File: config.mk
export PLATFORM = sky130hd
export DESIGN_NAME = avmm_host_rd_arbiter
export DESIGN_NICKNAME = d
export VERILOG_FILES = /design/src/rtl/ccip_avmm_pkg.sv /design/src/rtl/avmm_rd_tag_fifo.sv /design/src/rtl/avmm_host_rd_arbiter.sv
export SDC_FILE = /design/constraint.sdc
export NUM_CORES = 1
export LEC_CHECK = 0
export CAP_MARGIN = 5
export CORE_AREA = 2 2 462 464
export DETAILED_ROUTE_END_ITERATION = 8
export DIE_AREA = 0 0 464 466
export GPL_TIMING_DRIVEN = 0
export MAX_ROUTING_LAYER = met4
export PLACE_DENSITY = 0.38
export SYNTH_ARGS = -nofsm -noshare
export SYNTH_HDL_FRONTEND = slang
export SYNTH_SLANG_ARGS = --single-unit
export TNS_END_PERCENT = 50
File: constraint.sdc
create_clock -name clk -period 21.1 [get_ports clk]
set_input_delay 2.11 -clock clk [delete_from_list [all_inputs] [get_ports clk]]
set_output_delay 2.11 -clock clk [all_outputs]
set_load 0.01 [all_outputs]
File: src/rtl/ccip_avmm_pkg.sv
// Shared types and constants for the CCI-P AVMM bridge blocks.
// Holds the read-tag record kept per outstanding host read command.
package ccip_avmm_pkg;

    localparam int CCIP_AVMM_RD_TAG_DEPTH = 64;

    typedef struct packed {
        logic [2:0] id;
        logic [2:0] beats;
    } t_avmm_rd_tag;

    // Response beats produced by the bridge for a given AVMM burstcount (cl_len encoding).
    function automatic logic [2:0] avmm_rd_beats(input logic [31:0] burst);
        case (burst)
            32'd2:   return 3'd2;
            32'd4:   return 3'd4;
            default: return 3'd1;
        endcase
    endfunction

endpackage

File: src/rtl/avmm_rd_tag_fifo.sv
// Show-ahead synchronous FIFO of read tags with registered full/empty flags.
// count reports the current occupancy.
module avmm_rd_tag_fifo
    import ccip_avmm_pkg::*;
#(
    parameter int DEPTH = CCIP_AVMM_RD_TAG_DEPTH,
    localparam int AW = $clog2(DEPTH)
) (
    input  logic         clk,
    input  logic         reset_n,
    input  logic         push,
    input  t_avmm_rd_tag push_tag,
    input  logic         pop,
    output t_avmm_rd_tag head,
    output logic         full,
    output logic         empty,
    output logic [AW:0]  count
);

    t_avmm_rd_tag mem [DEPTH];
    logic [AW-1:0] wr_ptr;
    logic [AW-1:0] rd_ptr;
    logic [AW:0]   count_q;
    logic [AW:0]   count_next;
    logic          full_q;
    logic          empty_q;
    logic          do_push;
    logic          do_pop;

    assign do_push = push & ~full_q;
    assign do_pop  = pop & ~empty_q;

    always_comb begin
        count_next = count_q;
        case ({do_push, do_pop})
            2'b10:   count_next = count_q + 1'b1;
            2'b01:   count_next = count_q - 1'b1;
            default: count_next = count_q;
        endcase
    end

    // Pointers wrap naturally because DEPTH is a power of two.
    always_ff @(posedge clk or negedge reset_n) begin
        if (!reset_n) begin
            wr_ptr  <= '0;
            rd_ptr  <= '0;
            count_q <= '0;
            full_q  <= 1'b0;
            empty_q <= 1'b1;
        end else begin
            if (do_push) wr_ptr <= wr_ptr + 1'b1;
            if (do_pop)  rd_ptr <= rd_ptr + 1'b1;
            count_q <= count_next;
            full_q  <= (count_next == (AW+1)'(DEPTH));
            empty_q <= (count_next == '0);
        end
    end

    always_ff @(posedge clk) begin
        if (do_push) mem[wr_ptr] <= push_tag;
    end

    assign head  = mem[rd_ptr];
    assign full  = full_q;
    assign empty = empty_q;
    assign count = count_q;

endmodule

File: src/rtl/avmm_host_rd_arbiter.sv
// Round-robin sharing of one AVMM host-read channel between NUM_REQ requesters.
// In-order responses are steered back to their owner using a tag FIFO.
module avmm_host_rd_arbiter
    import ccip_avmm_pkg::*;
#(
    parameter int NUM_REQ     = 2,
    parameter int DATA_WIDTH  = 512,
    parameter int ADDR_WIDTH  = 48,
    parameter int BURST_WIDTH = 3,
    parameter int TAG_DEPTH   = CCIP_AVMM_RD_TAG_DEPTH,
    localparam int CW = $clog2(TAG_DEPTH) + 1
) (
    input  logic                           clk,
    input  logic                           reset_n,
    input  logic [NUM_REQ-1:0]             req_read,
    input  logic [NUM_REQ*ADDR_WIDTH-1:0]  req_address,
    input  logic [NUM_REQ*BURST_WIDTH-1:0] req_burstcount,
    output logic [NUM_REQ-1:0]             req_waitrequest,
    output logic [DATA_WIDTH-1:0]          req_readdata,
    output logic [NUM_REQ-1:0]             req_readdatavalid,
    output logic                           host_read,
    output logic [ADDR_WIDTH-1:0]          host_address,
    output logic [BURST_WIDTH-1:0]         host_burstcount,
    input  logic                           host_waitrequest,
    input  logic [DATA_WIDTH-1:0]          host_readdata,
    input  logic                           host_readdatavalid,
    output logic [CW-1:0]                  outstanding,
    output logic                           rsp_underflow
);

    localparam int          IDW  = (NUM_REQ > 1) ? $clog2(NUM_REQ) : 1;
    localparam int unsigned NREQ = NUM_REQ;

    logic [IDW-1:0]     last_grant;
    logic               lock_valid;
    logic [IDW-1:0]     lock_id;
    logic [IDW-1:0]     grant_id;
    logic [IDW-1:0]     cand;
    logic [NUM_REQ-1:0] grant;
    logic               found;
    logic               accept;

    t_avmm_rd_tag       push_tag;
    t_avmm_rd_tag       tag_head;
    logic               tag_full;
    logic               tag_empty;
    logic               tag_pop;
    logic [2:0]         beat_cnt;
    logic [NUM_REQ-1:0] rdv_next;

    // A stalled command locks the grant so a newly arriving higher-priority
    // requester cannot steal the channel before the held command is accepted.
    always_comb begin
        grant    = '0;
        grant_id = '0;
        cand     = '0;
        found    = 1'b0;
        if (lock_valid && req_read[lock_id]) begin
            grant_id = lock_id;
            found    = 1'b1;
        end else begin
            for (int unsigned k = 1; k <= NREQ; k++) begin
                cand = IDW'((k + 32'(last_grant)) % NREQ);
                if (!found && req_read[cand]) begin
                    grant_id = cand;
                    found    = 1'b1;
                end
            end
        end
        if (found) grant[grant_id] = 1'b1;
    end

    always_comb begin
        host_address    = '0;
        host_burstcount = '0;
        for (int unsigned i = 0; i < NREQ; i++) begin
            if (grant[i]) begin
                host_address    = req_address[i*ADDR_WIDTH +: ADDR_WIDTH];
                host_burstcount = req_burstcount[i*BURST_WIDTH +: BURST_WIDTH];
            end
        end
    end

    assign host_read       = reset_n & found & ~tag_full;
    assign accept          = host_read & ~host_waitrequest;
    assign req_waitrequest = ~(grant & {NUM_REQ{accept}});

    always_ff @(posedge clk or negedge reset_n) begin
        if (!reset_n) begin
            last_grant <= IDW'(NUM_REQ - 1);
            lock_valid <= 1'b0;
            lock_id    <= '0;
        end else if (accept) begin
            last_grant <= grant_id;
            lock_valid <= 1'b0;
        end else if (host_read) begin
            lock_valid <= 1'b1;
            lock_id    <= grant_id;
        end
    end

    always_comb begin
        push_tag       = '0;
        push_tag.id    = 3'(grant_id);
        push_tag.beats = avmm_rd_beats(32'(host_burstcount));
    end

    avmm_rd_tag_fifo #(
        .DEPTH (TAG_DEPTH)
    ) u_tag_fifo (
        .clk      (clk),
        .reset_n  (reset_n),
        .push     (accept),
        .push_tag (push_tag),
        .pop      (tag_pop),
        .head     (tag_head),
        .full     (tag_full),
        .empty    (tag_empty),
        .count    (outstanding)
    );

    assign tag_pop = host_readdatavalid & ~tag_empty &
                     (beat_cnt == tag_head.beats - 3'd1);

    always_comb begin
        rdv_next = '0;
        for (int unsigned i = 0; i < NREQ; i++) begin
            rdv_next[i] = host_readdatavalid & ~tag_empty & (tag_head.id == 3'(i));
        end
    end

    always_ff @(posedge clk or negedge reset_n) begin
        if (!reset_n) begin
            beat_cnt          <= '0;
            rsp_underflow     <= 1'b0;
            req_readdata      <= '0;
            req_readdatavalid <= '0;
        end else begin
            req_readdata      <= host_readdata;
            req_readdatavalid <= rdv_next;
            if (host_readdatavalid && tag_empty) rsp_underflow <= 1'b1;
            if (host_readdatavalid && !tag_empty) begin
                beat_cnt <= tag_pop ? 3'd0 : beat_cnt + 3'd1;
            end
        end
    end

endmodule

After elaboration in Yosys (flattened, before gate mapping). Memory sizes are Yosys's and may differ from the RTL's. Index checks and enable logic that the tools add are counted.

Bitwise logic cells: 15. Reductions and logical operators: 11. Add/sub/neg operators: 8. Equality and inequality tests: 7. Order comparisons: 5. Mux-type cells: 27.

Operator list (count): 48-bit 2-to-1 mux (2); 1-bit 2-to-1 mux (18); 7-bit one-hot mux with 2 select lines (1); 6-bit by 1-bit adder with 6-bit output, second input constant (2); 1-bit AND (9); 3-bit 2-to-1 mux (3); 1-bit by 2-bit less-than comparator with 1-bit output, second input constant (4); 7-bit by 1-bit adder with 7-bit output, second input constant (1); 7-bit equality test, second input constant (1); 7-bit logical NOT (1); 7-bit by 1-bit subtractor with 7-bit output, second input constant (1); 3-bit one-hot mux with 2 select lines (1); 1-bit logical AND (5); 1-bit inverter (4); 3-bit by 1-bit adder with 3-bit output, second input constant (1); 3-bit by 1-bit equality test with 1-bit output, second input constant (1); 3-bit by 2-bit equality test with 1-bit output, second input constant (1); 3-bit equality test (1); 3-bit equality test, second input constant (1); 3-bit logical NOT (1); 3-bit by 1-bit subtractor with 3-bit output, second input constant (1); 1-bit adder, first input constant (2); 2-bit AND (1); 2-bit by 1-bit equality test with 1-bit output, second input constant (1); other kinds (8) (9).

Register bits after elaboration: 542. Output and inout bits: 576. Bits of input ports: 620. Bits in writable memories: 256. Logic and storage cells: 86. Memories: 1.

Memory list: u_tag_fifo.mem (words 64, bits a word 4, read ports 1, clocked after Yosys merged registers in 0, write ports 1, RTL line avmm_rd_tag_fifo.sv:20) `t_avmm_rd_tag mem [DEPTH];`.

Depth between registers and ports, before layout. Gate-level depths: netlist (run 1).

Depth after elaboration: 18. Mapped depth: 27. Mapped depth without buffers: 22.

Modules after synthesis. A second synthesis (run 1) with hierarchy kept.

Cells, all modules: 1483. Area, all modules: 30274.0 µm².

Modules (own cells, without submodules): avmm_rd_tag_fifo (seq. area each 12057.8 µm², cells an instance 845, times used 1, area an instance 16299.4 µm²); avmm_host_rd_arbiter (seq. area each 13038.8 µm², cells an instance 638, times used 1, area an instance 13974.7 µm²).

Least setup slack after synthesis (run 1). Ideal clock, no wire load.

Path kind: input to register. Start: input port req_read[1]. End: memory u_tag_fifo.mem[0][0] in the netlist's numbering (data pin). Required time: 20.441 ns. Path slack: 13.196 ns. Stages on the path: 5. Data arrival time: 7.244 ns. Buffers on the path: 1. Setup time: 0.659 ns. Cell sequence: a21boi_0 > clkbuf_1 > a22o_1 > nor3b_1 > nor2_1.

RTL lines: start, declared (RTL line avmm_host_rd_arbiter.sv:15) `input logic [NUM_REQ-1:0] req_read,`; end, declared (RTL line avmm_rd_tag_fifo.sv:20).

Worst setup path in the final report (run 1).
Start: register u_tag_fifo.rd_ptr[0]. End: register u_tag_fifo.empty_q, in the netlist u_tag_fifo.empty.

Longest elaborated chain between the ends: 8. Elaborated cells between the ends (all ways): 9. Classes of those cells: add/sub: 1; eq/ne: 3; mux: 1; bitwise: 2; reduce/logical: 1; memory: 1.

RTL lines: start, declared (RTL line avmm_rd_tag_fifo.sv:22) `logic [AW-1:0] rd_ptr;`; start signal, assigned (RTL line avmm_rd_tag_fifo.sv:52) `if (do_pop) rd_ptr <= rd_ptr + 1'b1;`; memory read 64 x 4 bit (*); 3-bit by 1-bit subtractor with 3-bit output (*) (RTL line avmm_host_rd_arbiter.sv:123) `(beat_cnt == tag_head.beats - 3'd1);`; 3-bit equality test (*) (RTL line avmm_host_rd_arbiter.sv:123); 1-bit AND (*) (RTL line avmm_host_rd_arbiter.sv:122) `assign tag_pop = host_readdatavalid & ~tag_empty &`; 1-bit AND (*) (RTL line avmm_rd_tag_fifo.sv:31) `assign do_pop = pop & ~empty_q;`; via u_tag_fifo.do_pop (RTL line avmm_rd_tag_fifo.sv:28) `logic do_pop;`; 2-bit by 1-bit equality test with 1-bit output or 2-bit equality test (tied branches) (RTL line avmm_rd_tag_fifo.sv:35) `case ({do_push, do_pop})`; 7-bit one-hot mux with 2 select lines (*) (RTL line avmm_rd_tag_fifo.sv:35); via u_tag_fifo.count_next[3] (RTL line avmm_rd_tag_fifo.sv:24) `logic [AW:0] count_next;`; 7-bit logical NOT (*) (RTL line avmm_rd_tag_fifo.sv:55) `empty_q <= (count_next == '0);`; end signal, assigned (RTL line avmm_rd_tag_fifo.sv:55); end, declared (RTL line avmm_rd_tag_fifo.sv:26) `logic empty_q;`.

The timed path passes the listed nets; every way through them passes the cells marked *. A chain may end at the register's enable or synchronous reset.

==> results of run 1 <==
[worst paths after layout]
| kind | start | endpoint | slack, ps |
|---|---|---|---|
| min | rsp_underflow | rsp_underflow | 480 |
| min reg2reg | rsp_underflow | rsp_underflow | 480 |
| min in group asynchronous | reset_n | req_readdata[476] | 1180 |
| max | u_tag_fifo.rd_ptr[0] | u_tag_fifo.empty | 12610 |
| max reg2reg | u_tag_fifo.rd_ptr[0] | u_tag_fifo.empty | 12610 |
| max in group asynchronous | reset_n | req_readdata[327] | 18100 |
[routing by layer]
layer / vias to the layer above / share of wire / track usage
met3: 270 / 0.17 / 0.142
met2: 1066 / 0.44 / 0.287
met4: 0 / 0.018 / 0.0342
met5: - / 0 / -
li1: 7487 / - / -
met1: 9308 / 0.38 / 0.216
[sequential cells by signal (all words and copies together), names as in the netlist]
signal / count
u_tag_fifo.rd_ptr: 6
u_tag_fifo.mem: 256
lock_id: 1
u_tag_fifo.wr_ptr: 6
rsp_underflow: 1
beat_cnt: 3
req_readdatavalid: 2
req_readdata: 512
u_tag_fifo.empty: 1
u_tag_fifo.count: 7
lock_valid: 1
last_grant: 1
u_tag_fifo.full: 1
[kinds of logic after synthesis]
logic type,share of synthesized area
simple gates,0.0359
mux,0.0692
fa+ha+maj,0.00576
buf+inv,0.00993
compound gates,0.0290
flops,0.843
xor+xnor,0.00695
[layout by cell type (no fill, tap or decap), drive strengths merged, types with 8 or more instances in the layout]
cell type,n
a21oi,8
a22o,52
a22oi,11
buf,41
bufinv,15
clkbuf,164
clkdlybuf4s50,1194
clkinv,33
clkinvlp,10
dfrtp,540
diode,136
edfxtp,256
ha,10
inv,8
mux2i,31
mux4,59
nand2,27
nand3,12
nor2,84
nor2b,11
o21ai,10
xnor2,11
xor2,9
[area by class of cell]
cell class,count,area (um2)
fill,22400,166000
sequential,798,21300
timing repair buffer,1213,12300
multi-input combinational,404,3720
tap,2821,3530
clock buffer,139,2930
clock inverter,59,817
antenna,136,340
buffer,47,231
inverter,7,26.3
[report_power, final]
group | switching [W] | internal, W | leakage (nW)
logic | 0.000611 | 0.000487 | 6.29
clock network | 0.000780 | 0.00116 | 1.80
registers | 0.0000502 | 0.00170 | 8.66
total | 0.00144 | 0.00335 | 16.8
[worst reg2reg max path: cells and delay by family, from the launching register on]
family | cells | cell delay (ps)
AO/OA/AOI/OAI | 5 | 740
XOR/XNOR | 2 | 350
adder cells (fa/ha/maj) | 3 | 950
buffers and inverters | 6 | 2120
flip-flops | 1 | 410
multiplexers | 3 | 1690
AND/OR/NAND/NOR | 6 | 2150
[stage by stage]
step / total power, W / util
floorplan: 0.00222 / -
global placement: 0.00290 / 0.193
detailed placement: 0.00290 / 0.194
CTS: 0.00489 / 0.212
global route: 0.00499 / 0.213
finish: 0.00479 / 0.214
==> results.md, run 1 <==
* Crit-path max cell delay at 660 ps
* CP Data Required Time at 21,760 ps
* Ranking of synthesized cells by area: dfrtp_1 (54%), edfxtp_1 (31%), mux4_2 (4.5%)
* Detailed placement HPWL at 183,000 um
* Avg WL per Cell at 37.4 um
* Post-synth EDFFs at 256
* Peak Freq at 0.118 GHz
* Static leakage at 16.8 nW
* Final Wtd Congestion at 0.911
* Post-layout net count at 3,207
* Number of port buffers at 1,195
* RSZ-0062 raised after global routing: false
* Number of hold violations in the final report at 0
* Die Ht at 466 um
* WP buf/inv at 6
* Routed WL at 211,000 um
* Endpoints failing setup at 0
* R2r worst-path depth at 25
* Core area at 0.211 mm2
* Clock Skew at 56.2 ps
* Period utilization at 0.403
* Setup crit end kind: flop
* Worst Path Max Fanout at 10
* DIE AREA at 0.216 mm2
* Post-Syn Area at 0.0252 mm2
* DR DRC count at 0
* Largest net degree at the start of global routing at 105
* CTS tree: built
* Post-CTS Setup Bufs at 0
* Final setup slack of the worst path at 12,610 ps
* Crit path max-delay cell type: buf_2
* Distinct cells, synth at 57
* Min cycle time layout at 8490 ps
* Post-DR vias/cell at 3.22
* Final TNS setup at 0 ps
* Critical path type: reg -> reg
* Most frequent cell after synthesis: dfrtp_1
* Pre-CTS setup slack at 12,530 ps
* Starting DRT DRC Count at 1,149
* Row count at 169
* Via count at 18,100
* Slew Viols, Final at 0
* Slew margin rel. at 0.166
* Area growth syn-to-layout at 79.1%
* Boundary pin count at 1,196
* Mean Syn Cell Area at 20.1 um2
* Delay-heaviest family, CP: simple AND/OR/NAND/NOR gates
* Hold Slack at 482 ps
* Post-synthesis net count at 1,887
* Syn Inst Count at 1,256
* Max-Cap Viols at 0
* Worst Hold Class: reg -> reg
* Finished layout cell area at 0.0451 mm2
* Initial core utilization at 0.119
* Gr usage total at 0.196
* Clk buf depth at 3
* Post-synthesis sequential area ratio at 0.843
* Clk sink count at 798
* GR Overflow Total at 0
* Post-cts resize count at 0
* Crit path launch type: flop
* Placed Area at 0.0410 mm2
* Hold depth at 1
* First-pass GRT wire length at 252,000 um
* Layout cells sized above 1 at 0.103
* Skew-Pair Late Insertion Delay at 760 ps
* Initial antenna violation count at 212
* Vias in the first global route at 18,600
* Synth top area share at 0.536
* Total CTS buffers at 105
* Pwr Density at 106 mW/mm2
* Async SR Flop Fraction at 0.679
* Clock transition at path regs at 60 ps
* Placed cells at 5,290
* Synth area leader: dfrtp_1
* Chip width at 464 um
* Register bit total from synthesis at 798
* Non-Filler Instances at 5,624
* Peak VDD IR at 0.0729 mV
* Yosys Warn Count at 0
* Top_reg_cell synth: dfrtp_1
* Least-Margin Pin Slew at 1250 ps
* Status: complete, no violations
* ANT nets after route at 0
* TritonRoute pass-1 iters at 5
* Synth top cells by count: dfrtp_1 (540), edfxtp_1 (256), nor2_1 (84)
* Hold Buf Count CTS at 0
* WP data arrival at 9150 ps
* Root Buffer: clkbuf_16
* Critical Path Stages at 25
* H-Tree Depth at 3
No activity file was read; power rests on OpenSTA's default activity.
==> run 2: changes to the inputs <==
- CORE_AREA: 2 2 462 464 -> 2 2 465 467
- DIE_AREA: 0 0 464 466 -> 0 0 467 469
- PLACE_DENSITY: 0.38 -> 0.37
- clock period: 21.1 -> 8.3 ns (I/O delays scaled with it)
==> run 2 against run 1 <==
Against the previous run: combinational power grew 140%; core utilization shrank 0.34 points; sequential power grew to 2.5 times the previous value; first-iteration DRC count shrank 18%; highest routed layer unchanged; hold slack lost 23 ps; worst setup slack lost 12000 ps; clock skew shrank 46 ps; flip-flop and latch count is the same; critical path type unchanged; final cell count grew 0.59%; non-clock buffer count shrank 1; global-route usage shrank 3.3 points; via count shrank 2.5%.
==> results.md, run 2 (synthesis results as in run 1) <==
* Status: complete, no violations
* Endpoints failing setup at 0
* GR Overflow Total at 0
* Post-layout net count at 3,202
* Worst Path Max Fanout at 10
* Initial core utilization at 0.118
* Hold Slack at 460 ps
* Period utilization at 0.953
* First-pass GRT wire length at 217,000 um
* Post-DR vias/cell at 3.13
* Via count at 17,700
* Min cycle time layout at 7910 ps
* Fin util at 0.210
* Layout cells sized above 1 at 0.0972
* Peak Freq at 0.126 GHz
* Slew Viols, Final at 0
* Most common cell after layout, fill and taps aside: clkdlybuf4s50_1
* Reg2reg start: u_tag_fifo.rd_ptr[1]
* Static leakage at 16.6 nW
* ANT nets after route at 0
* Worst Hold Class: reg -> reg
* DIE AREA at 0.219 mm2
* Max-Cap Viols at 0
* Crit-path max cell delay at 550 ps
* Top cell by count, worst path: mux4_2
* Clock transition at path regs at 60 ps
* Flip-flop count of the largest register after layout at 512
* Most frequent cells in the layout: clkdlybuf4s50_1 (1,194), dfrtp_1 (540), edfxtp_1 (256)
* Number of port buffers at 1,195
* Top reg by flops: req_readdata
* Largest net degree at the start of global routing at 110
* Starting DRT DRC Count at 937
* Final Wtd Congestion at 0.891
* Area growth syn-to-layout at 78.4%
* Slew margin rel. at 0.152
* Fill cells at 22,800
* Boundary pin count at 1,196
* H-Tree Depth at 3
* Number of hold violations in the final report at 0
* Skew-Pair Late Insertion Delay at 740 ps
* Initial antenna violation count at 180
* Avg WL per Cell at 31.5 um
* Row count at 170
* Peak VDD IR at 0.178 mV
* Critical path launch point: u_tag_fifo.rd_ptr[1]
* Pwr Total at 0.0118 W
* Hold Crit Start: rsp_underflow
* Clk buf depth at 3
* Detailed placement HPWL at 153,000 um
* RSZ-0062 raised after global routing: false
* Critical path type: reg -> reg
* Clock Skew at 10.6 ps
* Routed WL at 178,000 um
* Clk sink count at 798
* Core area at 0.214 mm2
* CTS tree: built
* TritonRoute pass-1 iters at 5
* Crit path launch type: flop
* Setup crit end kind: flop
* Least-Margin Pin Slew at 1270 ps
* CP Data Required Time at 8880 ps
* Pwr Density at 262 mW/mm2
* DR DRC count at 0
* Vias in the first global route at 18,000
* Final TNS setup at 0 ps
* Total CTS buffers at 101
* Die Ht at 469 um
* WP data arrival at 8490 ps
* Gr usage total at 0.163
* Root Buffer: clkbuf_16
* Chip width at 467 um
* Crit path max-delay cell type: mux4_2
==> run 2: cell types whose count changed in the layout (fill, tap and decap cells not counted), moves of 2 or more <==
cell        change
buf_16          -2
buf_2           -3
buf_4           +4
bufinv_16       -5
clkbuf_1        +6
clkbuf_16       -3
clkbuf_8        +3
clkinv_2        -7
clkinv_8        -2
clkinvlp_4      -6
diode_2        +28
inv_16          +2
==> run 2: cell type report <==
| type | instances | area, um2 | share of cell area |
|---|---|---|---|
| multi-input cells | 404 | 3720 | 0.0828 |
| clock buffers | 146 | 2920 | 0.0649 |
| flip-flops and latches | 798 | 21300 | 0.473 |
| repair buffers | 1213 | 12300 | 0.273 |
| well taps | 2838 | 3550 | 0.0790 |
| clock inverters | 41 | 568 | 0.0126 |
| inverters | 7 | 26.3 | 0.000585 |
| plain buffers | 46 | 239 | 0.00532 |
| diodes | 164 | 410 | 0.00913 |
==> run 2: stage by stage <==
step | setup slack [ps] | instances | instance area (um2)
finish | 392 | 5657 | 45000
global route | 108 | 5643 | 44900
CTS | 5.35 | 5491 | 44500
detailed placement | -910 | 5304 | 41000
global placement | -21860 | 5289 | 40700
floorplan | 1540 | 1256 | 25200
==> run 2: power by group <==
part           total (W)  internal [W]  switching [W]
combinational    0.00268       0.00125        0.00143
clock            0.00466       0.00276        0.00190
sequential       0.00444       0.00433       0.000119
==> run 2: worst max-delay path: cells and delay by family, from the launching register on <==
kind / cells / cell delay (ps)
AO/OA/AOI/OAI: 5 / 690
buffers and inverters: 8 / 1970
flip-flops: 1 / 440
adder cells (fa/ha/maj): 3 / 710
AND/OR/NAND/NOR: 6 / 2090
XOR/XNOR: 2 / 380
multiplexers: 3 / 1430
==> run 2: worst paths after layout <==
kind | to | slack (ps) | cells past startpoint
min reg2reg | rsp_underflow | 460 | 1
min | rsp_underflow | 460 | 1
max | u_tag_fifo.empty | 390 | 27
max reg2reg | u_tag_fifo.empty | 390 | 27
max in group asynchronous | req_readdata[338] | 5590 | 5
min in group asynchronous | req_readdata[55] | 640 | 2
==> run 2: timing repair <==
item,in CTS,in global routing
setup endpoints to repair,2,1
hold endpoints to repair,29,0
cloned,0,0
pin swaps,0,1
hold buffers,1,0
resized for setup,11,0
buffers inserted,0,2
==> run 2: per-layer routing <==
layer | part of all wire | track usage
met5 | 0 | -
met4 | 0.021 | 0.0352
met3 | 0.15 | 0.105
met2 | 0.50 | 0.272
met1 | 0.33 | 0.158
